===== config.mk =====
export PLATFORM = sky130hd
export DESIGN_NAME = glock_arbiter
export DESIGN_NICKNAME = d
export VERILOG_FILES = /design/src/rtl/glock_pkg.sv /design/src/rtl/rr_pick.sv /design/src/rtl/glock_arbiter.sv
export SDC_FILE = /design/constraint.sdc
export NUM_CORES = 1
export LEC_CHECK = 0
export ABC_AREA = 1
export BUFFER_PORTS_ARGS = -buffer_cell sky130_fd_sc_hd__buf_2
export CAP_MARGIN = 0
export CORE_AREA = 2 2 73 75
export DETAILED_ROUTE_END_ITERATION = 10
export DIE_AREA = 0 0 75 77
export GPL_ROUTABILITY_DRIVEN = 0
export PLACE_DENSITY = 0.67
export SLEW_MARGIN = 20
export SYNTH_ARGS = -nofsm -noshare
export SYNTH_HDL_FRONTEND = slang
export SYNTH_SLANG_ARGS = --single-unit

===== constraint.sdc =====
create_clock -name clk -period 4.7 [get_ports clk]
set_input_delay 1.41 -clock clk [delete_from_list [all_inputs] [get_ports clk]]
set_output_delay 1.41 -clock clk [all_outputs]
set_load 0.005 [all_outputs]

===== src/rtl/glock_pkg.sv =====
// rtl/glock_pkg.sv - shared state encoding and index-width helper for the lock arbiter
package glock_pkg;

  typedef enum logic [1:0] {
    FREE    = 2'd0,
    HELD    = 2'd1,
    REVOKED = 2'd2
  } glock_state_t;

  // Bits needed to index n cores; never narrower than one bit.
  function automatic int idx_width(input int n);
    return (n <= 2) ? 1 : $clog2(n);
  endfunction

endpackage


===== src/rtl/rr_pick.sv =====
// rtl/rr_pick.sv - combinational round-robin first-set-bit search from a pointer
module rr_pick
  import glock_pkg::*;
#(
  parameter int N = 2,
  parameter int W = idx_width(N)
) (
  input  logic [N-1:0] req,
  input  logic [W-1:0] ptr,
  output logic         found,
  output logic [W-1:0] idx
);

  // Scan offsets from farthest to nearest so the closest set bit at or after ptr wins.
  always_comb begin
    found = |req;
    idx   = ptr;
    for (int k = N - 1; k >= 0; k--) begin
      if (req[(int'(ptr) + k) % N]) begin
        idx = W'((int'(ptr) + k) % N);
      end
    end
  end

endmodule


===== src/rtl/glock_arbiter.sv =====
// rtl/glock_arbiter.sv - round-robin lock owner and global memory port arbiter for N cores
module glock_arbiter
  import glock_pkg::*;
#(
  parameter int NUM_CORES = 2,
  parameter int CORE_W    = 1,
  parameter int ADDR_W    = 6,
  parameter int DATA_W    = 32,
  parameter int TIMEOUT   = 0,
  parameter int CNT_W     = 16
) (
  input  logic                        clk,
  input  logic                        rst,
  input  logic [NUM_CORES-1:0]        need_lock,
  input  logic [NUM_CORES*ADDR_W-1:0] gaddress,
  input  logic [NUM_CORES*DATA_W-1:0] gdata,
  input  logic [NUM_CORES-1:0]        gwren,
  output logic [NUM_CORES-1:0]        lock,
  output logic [ADDR_W-1:0]           mem_addr,
  output logic [DATA_W-1:0]           mem_data,
  output logic                        mem_wren,
  input  logic [DATA_W-1:0]           mem_q,
  output logic [DATA_W-1:0]           gq,
  output logic                        owner_valid,
  output logic [CORE_W-1:0]           owner_id,
  output logic                        timeout_pulse
);

  glock_state_t      st, st_n;
  logic [CORE_W-1:0] owner, owner_n;
  logic [CORE_W-1:0] rr_ptr, rr_ptr_n;
  logic [CNT_W-1:0]  hold_cnt, hold_cnt_n;
  logic              pulse_n;

  logic              g_found, w_found;
  logic [CORE_W-1:0] g_idx, w_idx, wsel, msel;

  logic [ADDR_W-1:0] addr_a [NUM_CORES];
  logic [DATA_W-1:0] data_a [NUM_CORES];

  // Next core index, wrapping so rr_ptr never leaves 0..NUM_CORES-1.
  function automatic logic [CORE_W-1:0] wrap_inc(input logic [CORE_W-1:0] i);
    return CORE_W'((int'(i) + 1) % NUM_CORES);
  endfunction

  for (genvar gi = 0; gi < NUM_CORES; gi++) begin : g_slice
    assign addr_a[gi] = gaddress[gi*ADDR_W +: ADDR_W];
    assign data_a[gi] = gdata[gi*DATA_W +: DATA_W];
  end

  rr_pick #(.N(NUM_CORES), .W(CORE_W)) u_grant_pick (
    .req   (need_lock),
    .ptr   (rr_ptr),
    .found (g_found),
    .idx   (g_idx)
  );

  rr_pick #(.N(NUM_CORES), .W(CORE_W)) u_write_pick (
    .req   (gwren),
    .ptr   (rr_ptr),
    .found (w_found),
    .idx   (w_idx)
  );

  // The owner has the memory port while held; otherwise the round-robin writer does.
  assign wsel        = w_found ? w_idx : rr_ptr;
  assign msel        = (st == HELD) ? owner : wsel;
  assign mem_addr    = addr_a[msel];
  assign mem_data    = data_a[msel];
  assign mem_wren    = rst & gwren[msel];
  assign gq          = mem_q;
  assign owner_valid = (st == HELD);
  assign owner_id    = owner;

  // State register with asynchronous active-low reset.
  always_ff @(posedge clk or negedge rst) begin
    if (!rst) begin
      st            <= FREE;
      owner         <= '0;
      rr_ptr        <= '0;
      hold_cnt      <= '0;
      timeout_pulse <= 1'b0;
    end else begin
      st            <= st_n;
      owner         <= owner_n;
      rr_ptr        <= rr_ptr_n;
      hold_cnt      <= hold_cnt_n;
      timeout_pulse <= pulse_n;
    end
  end

  // Grant, release and revoke decisions.
  always_comb begin
    st_n       = st;
    owner_n    = owner;
    rr_ptr_n   = rr_ptr;
    hold_cnt_n = hold_cnt;
    pulse_n    = 1'b0;
    case (st)
      FREE: begin
        if (w_found) rr_ptr_n = wrap_inc(w_idx);
        if (g_found) begin
          st_n       = HELD;
          owner_n    = g_idx;
          hold_cnt_n = '0;
        end
      end
      HELD: begin
        if (!need_lock[owner]) begin
          st_n     = FREE;
          rr_ptr_n = wrap_inc(owner);
        end else if (TIMEOUT != 0 && hold_cnt == CNT_W'(TIMEOUT - 1)) begin
          st_n     = REVOKED;
          pulse_n  = 1'b1;
          rr_ptr_n = wrap_inc(owner);
        end else begin
          hold_cnt_n = hold_cnt + CNT_W'(1);
        end
      end
      REVOKED: begin
        if (!need_lock[owner]) st_n = FREE;
      end
      default: st_n = FREE;
    endcase
  end

  // Per-core stall: waiting requesters, blocked writers and a revoked owner; cleared in reset.
  always_comb begin
    lock = '0;
    for (int i = 0; i < NUM_CORES; i++) begin
      lock[i] = (need_lock[i] && !(st == HELD && owner == CORE_W'(i)))
             || (st == HELD && owner != CORE_W'(i) && gwren[i])
             || (st == REVOKED && owner == CORE_W'(i))
             || (st != HELD && gwren[i] && wsel != CORE_W'(i));
    end
    if (!rst) lock = '0;
  end

endmodule


# Word-level counts from Yosys, hierarchy flattened
# Index checks and enable logic that the tools add are counted.
op_classes:
  add_sub_neg: 3
  order_cmp: 5
  eq_ne: 7
  mux: 33
  n_bitwise: 5
  n_reduce_logical: 28
ops:
  columns: ["op", "count"]
  rows:
  - ["$mux W32", 3]
  - ["$mux W1", 22]
  - ["$mux W6", 3]
  - ["$logic_and A1 B1 Y1", 12]
  - ["$ne A2 B2 Y1 const B", 4]
  - ["$logic_or A1 B1 Y1", 6]
  - ["$lt A1 B2 Y1 const B", 3]
  - ["$mux W2", 3]
  - ["$reduce_or A2 Y1", 3]
  - ["$pmux W2 S2", 1]
  - ["$reduce_and A2 Y1", 2]
  - ["$add A1 B1 Y1 const B", 3]
  - ["$lt A2 B3 Y1 const B", 1]
  - ["$reduce_and A3 Y1", 1]
  - ["$eq A2 B1 Y1 const B", 1]
  - ["$eq A2 B2 Y1 const B", 1]
  - ["$ge A2 B2 Y1 const B", 1]
  - ["$logic_not A1 Y1", 2]
  - ["$logic_not A2 Y1", 1]
  - ["$ne A2 B1 Y1 const B", 1]
  - ["$not A1 Y1", 2]
  - ["$not A1 Y2", 1]
  - ["$pmux W1 S2", 1]
  - ["$reduce_bool A2 Y1", 1]
  - ["2 further kinds", 2]
totals:
  register_bits: 4
  inputBits: 114
  out_inout_bits: 76

# Longest topological paths before layout
# Gate-level depths: netlist of the first run.
depth:
  ltp_word: 13
  depth_mapped: 9
  depth_no_buf: 7

# By module
# From an unflattened synthesis of the first run, not the netlist that was laid out.
hier_totals:
  cells_unflattened: 207
  hier_area_um2: 1079.8
modules_own_cells:
  columns: ["module", "n_inst", "cells_per_inst", "area_each_um2", "seq_area_each_um2"]
  rows:
  - ["glock_arbiter", 1, 199, 1042.2, 75.1]
  - ["rr_pick", 2, 4, 18.8, 0.0]

# Worst setup path before layout of the first run
# Ideal clock, no wire load.
synth_timing:
  kind: "input-to-output"
  startpoint: "input gwren[0]"
  endpoint: "output mem_addr[0]"
  t_arrival_ns: 2.061
  t_required_ns: 3.290
  path_slack_ns: 1.229
  cell_stages: 9
  n_path_buf: 2
  cell_sequence: "inv_2 -> nand2_1 -> nand2_1 -> nand2_2 -> nand2_1 -> buf_6 -> buf_6 -> nand2_1 -> nand2_1"
synth_via:
  elab_chain_len: 11
synth_lines:
  columns: ["item", "line", "rtl"]
  rows:
  - ["start: declaration", "glock_arbiter.sv:17", "input logic [NUM_CORES-1:0] gwren,"]
  - ["$mux W1 (not written as such) (3 in a row)", "rr_pick.sv:19", "if (req[(int'(ptr) + k) % N]) begin"]
  - ["$mux W1 (2 in a row)", "rr_pick.sv:19", null]
  - ["$mux W1 *", "glock_arbiter.sv:66", "assign wsel = w_found ? w_idx : rr_ptr;"]
  - ["$mux W1 *", "glock_arbiter.sv:67", "assign msel = (st == HELD) ? owner : wsel;"]
  - ["$not A1 Y2 (not written as such) *", "glock_arbiter.sv:68", "assign mem_addr = addr_a[msel];"]
  - ["$mux W6 (not written as such) * (3 in a row)", "glock_arbiter.sv:68", null]
  - ["end: declaration", "glock_arbiter.sv:19", "output logic [ADDR_W-1:0] mem_addr,"]
# Every way passes the cells marked *; elsewhere a longest branch is shown, timed or not. The select of a mux whose other input is x is not followed.

# Worst setup path in the final report of the first run
layout_timing:
  startpoint: "input gwren[0]"
  endpoint: "output mem_wren"
layout_via:
  elab_chain_len: 10
layout_lines:
  columns: ["item", "line", "rtl"]
  rows:
  - ["$mux W1 (not written as such) (3 in a row)", "rr_pick.sv:19", null]
  - ["$mux W1 (2 in a row)", "rr_pick.sv:19", null]
  - ["$mux W1", "glock_arbiter.sv:66", null]
  - ["$mux W1", "glock_arbiter.sv:67", null]
  - ["$mux W1 (not written as such) * (2 in a row)", "glock_arbiter.sv:70", "assign mem_wren = rst & gwren[msel];"]
  - ["$and A1 B1 Y1 *", "glock_arbiter.sv:70", null]
  - ["end: declaration", "glock_arbiter.sv:21", "output logic mem_wren,"]
# Marked as above.

==> results of run 1 <==
cells by family (layout without fill, tap and decap cells):
kind of cell,Yosys count,count (layout)
and+or+nand+nor,132,132
buffers and inverters,52,139
AOI/OAI and AO/OA,11,11
DFF,3,3
other,1,1
worst reg2reg max path, cell delays in order (launching register included):
cell and delay, ns:
dfrtp_1 0.44, nand2_1 0.50, buf_4 0.42, o21ai_0 0.24, nand3b_1 0.14, nand2_1 0.05
flip-flops by register name (all words and copies together), names as in the netlist:
name / count
owner_id: 1
rr_ptr: 1
st: 1
where the power goes:
group / internal (mW) / total [mW] / switching [mW]
Combinational: 0.278 / 0.640 / 0.362
Clock: 0.0578 / 0.0739 / 0.0161
Sequential: 0.0391 / 0.0573 / 0.0182
Total: 0.375 / 0.771 / 0.396
area by class of cell:
| cell class | count | share of cell area (%) |
|---|---|---|
| timing repair buffer | 128 | 43.0 |
| multi-input combinational | 144 | 41.5 |
| tap | 70 | 5.79 |
| sequential | 3 | 4.97 |
| clock buffer | 4 | 2.98 |
| inverter | 7 | 1.74 |
per-stage QoR:
step	worst slack, ns	cell area (µm²)	std cells	util, %	power (mW)
2_1_floorplan	1.23	1050	199	-	0.482
3_3_place_gp	0.836	1470	352	29.5	0.696
3_5_place_dp	0.802	1470	352	29.5	0.705
4_1_cts	0.794	1510	356	30.4	0.785
5_1_grt	0.662	1510	356	30.4	0.883
6_report	0.798	1510	356	30.4	0.771
worst paths after layout:
| path | end | depth (start not counted) | slack, ns |
|---|---|---|---|
| min reg2reg | rr_ptr$_DFFE_PN0P_ | 2 | 0.61 |
| max | mem_wren | 10 | 0.80 |
| min | rr_ptr$_DFFE_PN0P_ | 2 | 0.61 |
| max reg2reg | rr_ptr$_DFFE_PN0P_ | 5 | 2.80 |
| min in group asynchronous | rr_ptr$_DFFE_PN0P_ | 1 | 1.01 |
| max in group asynchronous | st[0]$_DFFE_PN0P_ | 1 | 3.56 |
synthesized netlist by cell type (all sizes together) (3+ instances only):
cell and instances:
nand2 85, nand3 42, buf 41, inv 7, clkbuf 4, o21ai 4
a21oi 3, dfrtp 3, nor2 3
routing by layer:
layer	part of all wire [%]	vias up
met5	0	-
met2	50	88
met4	1.3	0
met1	37	626
met3	12	10
li1	-	775
==> impl_results.md, run 1 <==
* Post-DP HPWL at 2790 µm
* Worst Max-Slew Pin Slew at 0.770 ns
* Largest family of logic cells by synthesized area: simple AND/OR/NAND/NOR gates
* CP dominant cell by count: nand2_1
* Yosys Warn Count at 0
* Setup_tns at 0 ns
* Fin crit period at 3.90 ns
* Top cell type's share of synthesized area at 30.0%
* Clock sink count at 3
* Slowest cell on crit path: buf_4
* Simple logic cell fraction of the synthesized area at approximately 53%
* Synth Register Bits at 3
* Critical Path Max Stage Delay at 0.34 ns
* CTS tree: done
* Post-Syn Area at 1050 µm²
* DR vias/cell at 4.21
* Worst Path Buf+Inv at 4
* Antenna cells at 0
* Wire per inst at 10.1 µm
* Post-synth top flop: dfrtp_1
* Pleak at 0.998 nW
* Fraction of layout cells with a size suffix above 1 at a little under half
* Pre-Repair DR Iteration Count at 4
* Register area share after synthesis at slightly above 7%
* Max Cap Viol at 0
* Final hold violations at 0
* Seq. cell area at 75.1 µm²
* Clock Skew at 0.00224 ns
* Nets at about 400
* Gr busiest metal: met2
* CP Cell Sequence: buf_2, inv_2, nand2_1, nand2_1, nand2_2, buf_4, nand3_1, nand2_1, nor2_1, buf_2
* Routed WL at approximately 3600 µm
* GRT met3 Usage at slightly below 3%
* Root Buffer: clkbuf_8
* Top Ports at 190
* Clock tree buffer depth at 2
* Min-delay src: rr_ptr$_DFFE_PN0P_
* ANT nets after route at 0
* XOR/XNOR Fraction of Synth Area at 0%
* Die W at 75 µm
* I/O Buffers at 124
* Die area at 5780 µm²
* Initial drt markers at 37
* Largest net degree at the start of global routing at 43
* Row count at 26
* DRC at 0
* Critical path required time at 3.29 ns
* Worst min-delay path category: reg2reg
* Area contributors post-synth: nand2_1 (30%), buf_4 (24%), nand3_1 (20%), dfrtp_1 (7.2%), buf_6 (3.2%)
* Initial core utilization at 21.1%
* Multiplexer share of the synthesized area at 0%
* GRT Overall Usage at 11.0%
* Syn Area/Cell at 5.28 µm²
* Most common cell after layout, fill and taps aside: buf_2
* Fin crit share at 83.0%
* Number of global-route vias before repair at 1,309
* First-pass GRT wire length at between 5000 and 6000 µm
* Vias at 1,499
* Clock Pin Slew Worst Setup and Hold Paths at 0.03 ns
* Grt met1 use at a little over a tenth
* Grt met2 use at a little over a fifth
* Post-synthesis instance total at between 150 and 200
* Post-synthesis cell type count at 21
* Worst VDD drop at 0.228 mV
* Status: completed
* Achievable Freq at 256 MHz
* Final Max Tran Viols at 0
* Reg2reg start: st[0]$_DFFE_PN0P_
* Initial antenna violation count at 0
* Fill cells at between 500 and 600
* Clock Latency Late Sink at 0.21 ns
* Cts hold-fix bufs at 0
* Number of gates resized after cts at 0
* Core area at 4980 µm²
* Slew Limit Headroom at 48.5%
* Synth Area in Compound Gates at 6.32%
* CP endpoint kind: output pin
* Congestion Overflow GR at 0
* Die Y-Extent at 77 µm
* Setup Fix Bufs, Post-CTS at 0
* Worst Setup SP: gwren[0]
* Pwr dens at 510 nW/µm²
* EDFF count, synth at 0
* Final setup vio count at 0
* Area Growth Syn to Fin at 44.0%
* H-tree depth at 1
* Area leader, netlist: nand2_1
* Crit path arrival time at about 2.5 ns
* CP Class: in2out
* Adder-cell share of the synthesized area at 0%
* Largest fanout on the critical path at 42
* TritonCTS buffer count at 3
* Area of the multi-input gates at about 630 µm²
* Synth async-reset ratio at 100%
* Critical path's top delay family: buffers and inverters
* Most frequent cells in the layout: buf_2 (124), nand2_1 (84), nand3_1 (42)
* Setup crit start kind: input pin
* RSZ-0062 raised after global routing: false
* Hold_ws at 0.605 ns
* Syn_nets at 313
Note: power is estimated with default switching activity, not from simulation.
==> run 2, diff against run 1 <==
CORE_AREA = 2 2 74 76   (was 2 2 73 75)
DIE_AREA = 0 0 76 78   (was 0 0 75 77)
PLACE_DENSITY = 0.68   (was 0.67)
clock period = 3.3 ns   (was 4.7 ns; I/O delays follow)
==> run 2 against run 1 <==
  * Critical path depth unchanged
  * Critical endpoint is now mem_data[22]
  * Die area increased by 2.6%
  * Critical path type unchanged
  * Largest power group unchanged
  * Register-to-register slack got worse by 0.82 ns
  * Global-route usage increased by 0.40 points
==> impl_results.md, run 2 (synthesis gave the netlist of run 1 again) <==
* Initial core utilization at 20.8% (-0.27 points)
* Vias at 1,525 (+1.7%)
* Slowest cell on crit path: buf_4
* Cells on worst reg2reg path at 5 (unchanged)
* Row count at 26 (unchanged)
* Sw power at 0.566 mW (+43%)
* Worst min-delay path category: in2async
* Max Cap Viol at 0 (unchanged)
* Initial antenna violation count at 0 (unchanged)
* RR Endpoint: rr_ptr$_DFFE_PN0P_
* Largest net degree at the start of global routing at 43 (unchanged)
* CTS tree: done
* Crit path arrival time at 1.93 ns (-0.56 ns)
* Critical path required time at 2.31 ns (-0.98 ns)
* Die Y-Extent at 78 µm (+1.3%)
* Area Growth Syn to Fin at 45.9%
* Largest fanout on the critical path at 21 (-50%)
* Fin crit share at 88.6%
* Finished Cell Area at 1530 µm² (+1.3%)
* Setup_tns at 0 ns (unchanged)
* Number of gates resized after cts at 0 (unchanged)
* Worst VDD drop at 0.394 mV (+72%)
* CP Cell Sequence: buf_2, inv_2, nand2_1, nand2_1, nand2_2, nand2_1, buf_4, nand2_1, nand2_1, buf_2
* Number of global-route vias before repair at 1,331 (+1.7%)
* Routed WL at 3640 µm (+1.2%)
* Reg2reg start: st[0]$_DFFE_PN0P_
* Cts hold-fix bufs at 0 (unchanged)
* Critical Path Max Stage Delay at 0.24 ns (-0.10 ns)
* Root Buffer: clkbuf_8
* Gate power share at 83.1% (about the same)
* Pwr dens at 731 nW/µm² (+43%)
* CP Class: in2out
* Setup Fix Bufs, Post-CTS at 0 (unchanged)
* Most common cell after layout, fill and taps aside: buf_2
* DRC at 0 (unchanged)
* Post-DP Area at 1490 µm² (+1.4%)
* Top Ports at 190 (unchanged)
* Clock Pin Slew Worst Setup and Hold Paths at 0.03 ns (about the same)
* I/O Buffers at 124 (unchanged)
* FF-to-FF setup slack at 1.98 ns (-0.82 ns)
* Congestion Overflow GR at 0 (unchanged)
* Die W at 76 µm (+1.3%)
* First-pass GRT wire length at 5710 µm (+8.0%)
* Critical path's top delay family: buffers and inverters
* Clock sink count at 3 (unchanged)
* Clock tree buffer depth at 2 (unchanged)
* Nets at 402 (+0.25%)
* Reg power frac at 7.5% (about the same)
* Power Total at 1.12 mW (+45%)
* Pre-Repair DR Iteration Count at 4 (unchanged)
* CP endpoint kind: output pin
* Core area at 5040 µm² (+1.3%)
* Die area at 5930 µm² (+2.6%)
* Clock Skew at 0.00105 ns (-0.00119 ns)
* Final setup vio count at 0 (unchanged)
* Sw frac at 50.6% (-0.79 points)
* Fraction of layout cells with a size suffix above 1 at 47.0% (+0.19 points)
* TritonCTS buffer count at 3 (unchanged)
* Initial drt markers at 25 (-32%)
* Antenna cells at 0 (unchanged)
* ANT nets after route at 0 (unchanged)
* Final hold violations at 0 (unchanged)
* Status: completed
* P_int at 0.553 mW (+47%)
* Clock Latency Late Sink at 0.21 ns (about the same)
* Worst Path Buf+Inv at 4 (unchanged)
* RSZ-0062 raised after global routing: false
* Stages on the worst setup path at 10 (unchanged)
* Clock Power Share at 9.4% (-0.2 points)
* Pleak at 1.01 nW (+1.0%)
* Most frequent cells in the layout: buf_2 (124), nand2_1 (84), nand3_1 (42)
* Fin crit period at 2.92 ns
* GRT Overall Usage at 11.4% (+0.40 points)
* Wire per inst at 10.2 µm (+0.94%)
* CP dominant cell by count: nand2_1
* Setup crit start kind: input pin
* Post-DP HPWL at 2850 µm (+2.1%)
* DR vias/cell at 4.27 (+1.4%)
* Achievable Freq at 342 MHz
* Final Max Tran Viols at 0 (unchanged)
* Final core occ at 30.4% (about the same)
* H-tree depth at 1 (unchanged)
[run 2: changes by cell type in the layout (fill, tap and decap cells not counted)]
cell    before  now
buf_12       0    1
[run 2: per-layer routing]
metal / global-route usage, % / part of all wire, %
met1: 11.0 / 34
met2: 22.9 / 52
met3: 2.33 / 12
met4: 5.27 / 2.1
met5: 0 / 0
[run 2: worst reg2reg max path, stage by stage, from the launching register on]
cell      delay, ns
dfrtp_1        0.45
nand2_1        0.10
buf_4          0.23
o21ai_0        0.23
nand3b_1       0.14
nand2_1        0.06
[run 2: worst max path at each step]
stage	from	endpoint	slack [ns]
floorplan	gwren[0]	mem_addr[0]	0.67
detailed placement	gwren[0]	mem_data[22]	0.36
CTS	gwren[0]	mem_data[22]	0.36
global placement	gwren[0]	mem_data[24]	0.39
finish	gwren[0]	mem_data[22]	0.38
global route	gwren[0]	mem_data[14]	0.19
[run 2: stage by stage]
stage | cells | hold slack, ns | setup WS (ns)
3_5_place_dp | 353 | 0.595 | 0.361
6_report | 357 | 0.586 | 0.376
2_1_floorplan | 199 | 0.538 | 0.669
5_1_grt | 357 | 0.583 | 0.193
4_1_cts | 357 | 0.582 | 0.357
3_3_place_gp | 353 | 0.594 | 0.385
[run 2: layout make-up]
type | count | area, µm²
Tap cell | 70 | 87.6
Multi-Input combinational cell | 144 | 627
Inverter | 7 | 26.3
Timing Repair Buffer | 129 | 671
Sequential cell | 3 | 75.1
Clock buffer | 4 | 45.0
Fill cell | 562 | 3510
[run 2: power groups by stage]
stage	Clock (mW)	Sequential, mW	Combinational, mW
3_3_place_gp	0	0.0827	0.931
6_report	0.105	0.0837	0.930
3_5_place_dp	0	0.0826	0.947
5_1_grt	0.115	0.0870	1.07
2_1_floorplan	0	0.0779	0.608
4_1_cts	0.109	0.0823	0.949
==> run 3, diff against run 2 <==
==> constraint.sdc (replaced) <==
create_clock -name clk -period 3.3 [get_ports clk]
set_input_delay 0.33 -clock clk [delete_from_list [all_inputs] [get_ports clk]]
set_output_delay 0.33 -clock clk [all_outputs]
set_load 0.005 [all_outputs]
==> run 3 against run 2 <==
  * Combinational power decreased by 2.9%
  * Core utilization decreased by 0.35 points
  * Clock power about the same
  * Critical path type is now reg2out
  * Critical endpoint is now mem_data[0]
  * Largest power group unchanged
==> impl_results.md, run 3 (synthesis gave the netlist of run 1 again) <==
* Antenna cells at 0 (unchanged)
* Clock tree buffer depth at 2 (unchanged)
* CP Cell Sequence: a21oi_2, nand2_2, nand2_1, buf_4, nand2_1, nand2_1, buf_2
* Vias at 1,475 (-3.3%)
* Achievable Freq at 440 MHz (+29%)
* Number of gates resized after cts at 0 (unchanged)
* Cts hold-fix bufs at 1 (+1)
* Root Buffer: clkbuf_8
* Critical Path Max Stage Delay at 0.48 ns (+0.24 ns)
* Final hold violations at 0 (unchanged)
* CP dominant cell by count: nand2_1
* Setup crit start kind: register
* Fraction of layout cells with a size suffix above 1 at 46.5% (-0.53 points)
* DR vias/cell at 4.14 (-3.0%)
* TritonCTS buffer count at 3 (unchanged)
* Die Y-Extent at 78 µm (unchanged)
* Largest net degree at the start of global routing at 45 (+4.7%)
* Largest fanout on the critical path at 20 (-4.8%)
* CP endpoint kind: output pin
* Status: completed
* CTS tree: done
* Nets at 401 (-0.25%)
* Area Growth Syn to Fin at 44.2%
* ANT nets after route at 0 (unchanged)
* Wire per inst at 10.4 µm (+2.1%)
* Clock Pin Slew Worst Setup and Hold Paths at 0.03 ns (about the same)
* Critical path required time at 2.97 ns (+0.66 ns)
* Initial drt markers at 40 (+60%)
* Slew Limit Headroom at between 50% and 60%
* Worst min-delay path category: in2reg
* Clock Latency Late Sink at 0.21 ns (about the same)
* Worst Max-Slew Pin Slew at 0.652 ns
* Congestion Overflow GR at 0 (unchanged)
* Post-DP HPWL at 2840 µm (-0.57%)
* Clock Skew at 0.000734 ns (-0.000318 ns)
* Critical path's top delay family: simple AND/OR/NAND/NOR gates
* Setup_tns at 0 ns (unchanged)
* CP Class: reg2out
* Clock sink count at 3 (unchanged)
* Row count at 26 (unchanged)
* DRC at 0 (unchanged)
* Fin crit share at 68.8% (-20 points)
* Fin crit period at 2.27 ns (-0.654 ns)
* RSZ-0062 raised after global routing: false
* Final core occ at 30.0% (-0.35 points)
* Pre-Repair DR Iteration Count at 4 (unchanged)
* I/O Buffers at 124 (unchanged)
* Most frequent cells in the layout: buf_2 (124), nand2_1 (84), nand3_1 (42)
* Max Cap Viol at 0 (unchanged)
* Final setup vio count at 0 (unchanged)
* Worst VDD drop at 0.298 mV (-24%)
* Crit path arrival time at 1.94 ns (about the same)
* Reg2reg start: st[0]$_DFFE_PN0P_
* Die W at 76 µm (unchanged)
* Pleak at 0.997 nW (-1.1%)
* Core area at 5040 µm² (unchanged)
* Number of global-route vias before repair at 1,280 (-3.8%)
* Setup Fix Bufs, Post-CTS at 0 (unchanged)
* Worst Path Buf+Inv at 2 (-2)
* H-tree depth at 1 (unchanged)
* First-pass GRT wire length at 5710 µm (unchanged)
* Most common cell after layout, fill and taps aside: buf_2
* Die area at 5930 µm² (unchanged)
* Worst Setup SP: st[0]$_DFFE_PN0P_
* Routed WL at 3700 µm (+1.8%)
* Min-delay src: need_lock[1]
* Top Ports at 190 (unchanged)
* Pwr dens at 720 nW/µm² (-1.5%)
* GRT Overall Usage at 11.5% (+0.15 points)
* Final Max Tran Viols at 0 (unchanged)
* Initial antenna violation count at 0 (unchanged)
* Initial core utilization at 20.8% (unchanged)
* Slowest cell on crit path: nand2_1
run 3: cell types whose count changed in the layout (fill, tap and decap cells not counted):
cell | before | now
buf_12 | 1 | 0
buf_4 | 4 | 3
dlygate4sd3_1 | 0 | 1
run 3: final cells by class:
class	count	area, µm²
Clock buffer	4	45.0
Fill cell	561	3530
Inverter	7	26.3
Multi-Input combinational cell	144	627
Sequential cell	3	75.1
Tap cell	70	87.6
Timing Repair Buffer	128	653
run 3: stage by stage:
stage	cells	hold WS [ns]	total power, mW	setup WS [ns]	instance area [µm²]
after global routing	356	0.479	1.24	0.779	1510
after floorplan	199	0.0344	0.686	1.86	1050
after global placement	351	0.148	0.988	1.24	1460
after detailed placement	351	0.149	0.995	1.19	1460
final	356	0.455	1.09	1.03	1510
after CTS	356	0.450	1.11	0.999	1510
run 3: power by group:
group	internal (mW)	switching (mW)	total [mW]
sequential	0.0557	0.0262	0.0819
clock	0.0823	0.0227	0.105
combinational	0.388	0.514	0.903
run 3: path summary, 6_finish.rpt:
kind	to	slack, ns	cells after the start
worst max-delay path	mem_data[0]	1.03	7
max in group asynchronous	rr_ptr$_DFFE_PN0P_	2.67	2
worst min-delay path	owner_id$_DFFE_PN0P_	0.46	3
worst max register to register	rr_ptr$_DFFE_PN0P_	1.87	5
min in group asynchronous	owner_id$_DFFE_PN0P_	0.50	2
worst min register to register	rr_ptr$_DFFE_PN0P_	0.60	2
run 3: per-layer routing:
metal / vias up / wire length [µm] / global-route usage, %
met4: 0 / 39 / 4.00
met1: 584 / 1290 / 11.5
met5: - / 0 / 0
met3: 10 / 470 / 2.67
met2: 105 / 1900 / 23.2
li1: 776 / - / -
run 3: worst min-delay path: stages:
cell,delay [ns]
buf_2,0.12
nand2_1,0.08
o22ai_1,0.09
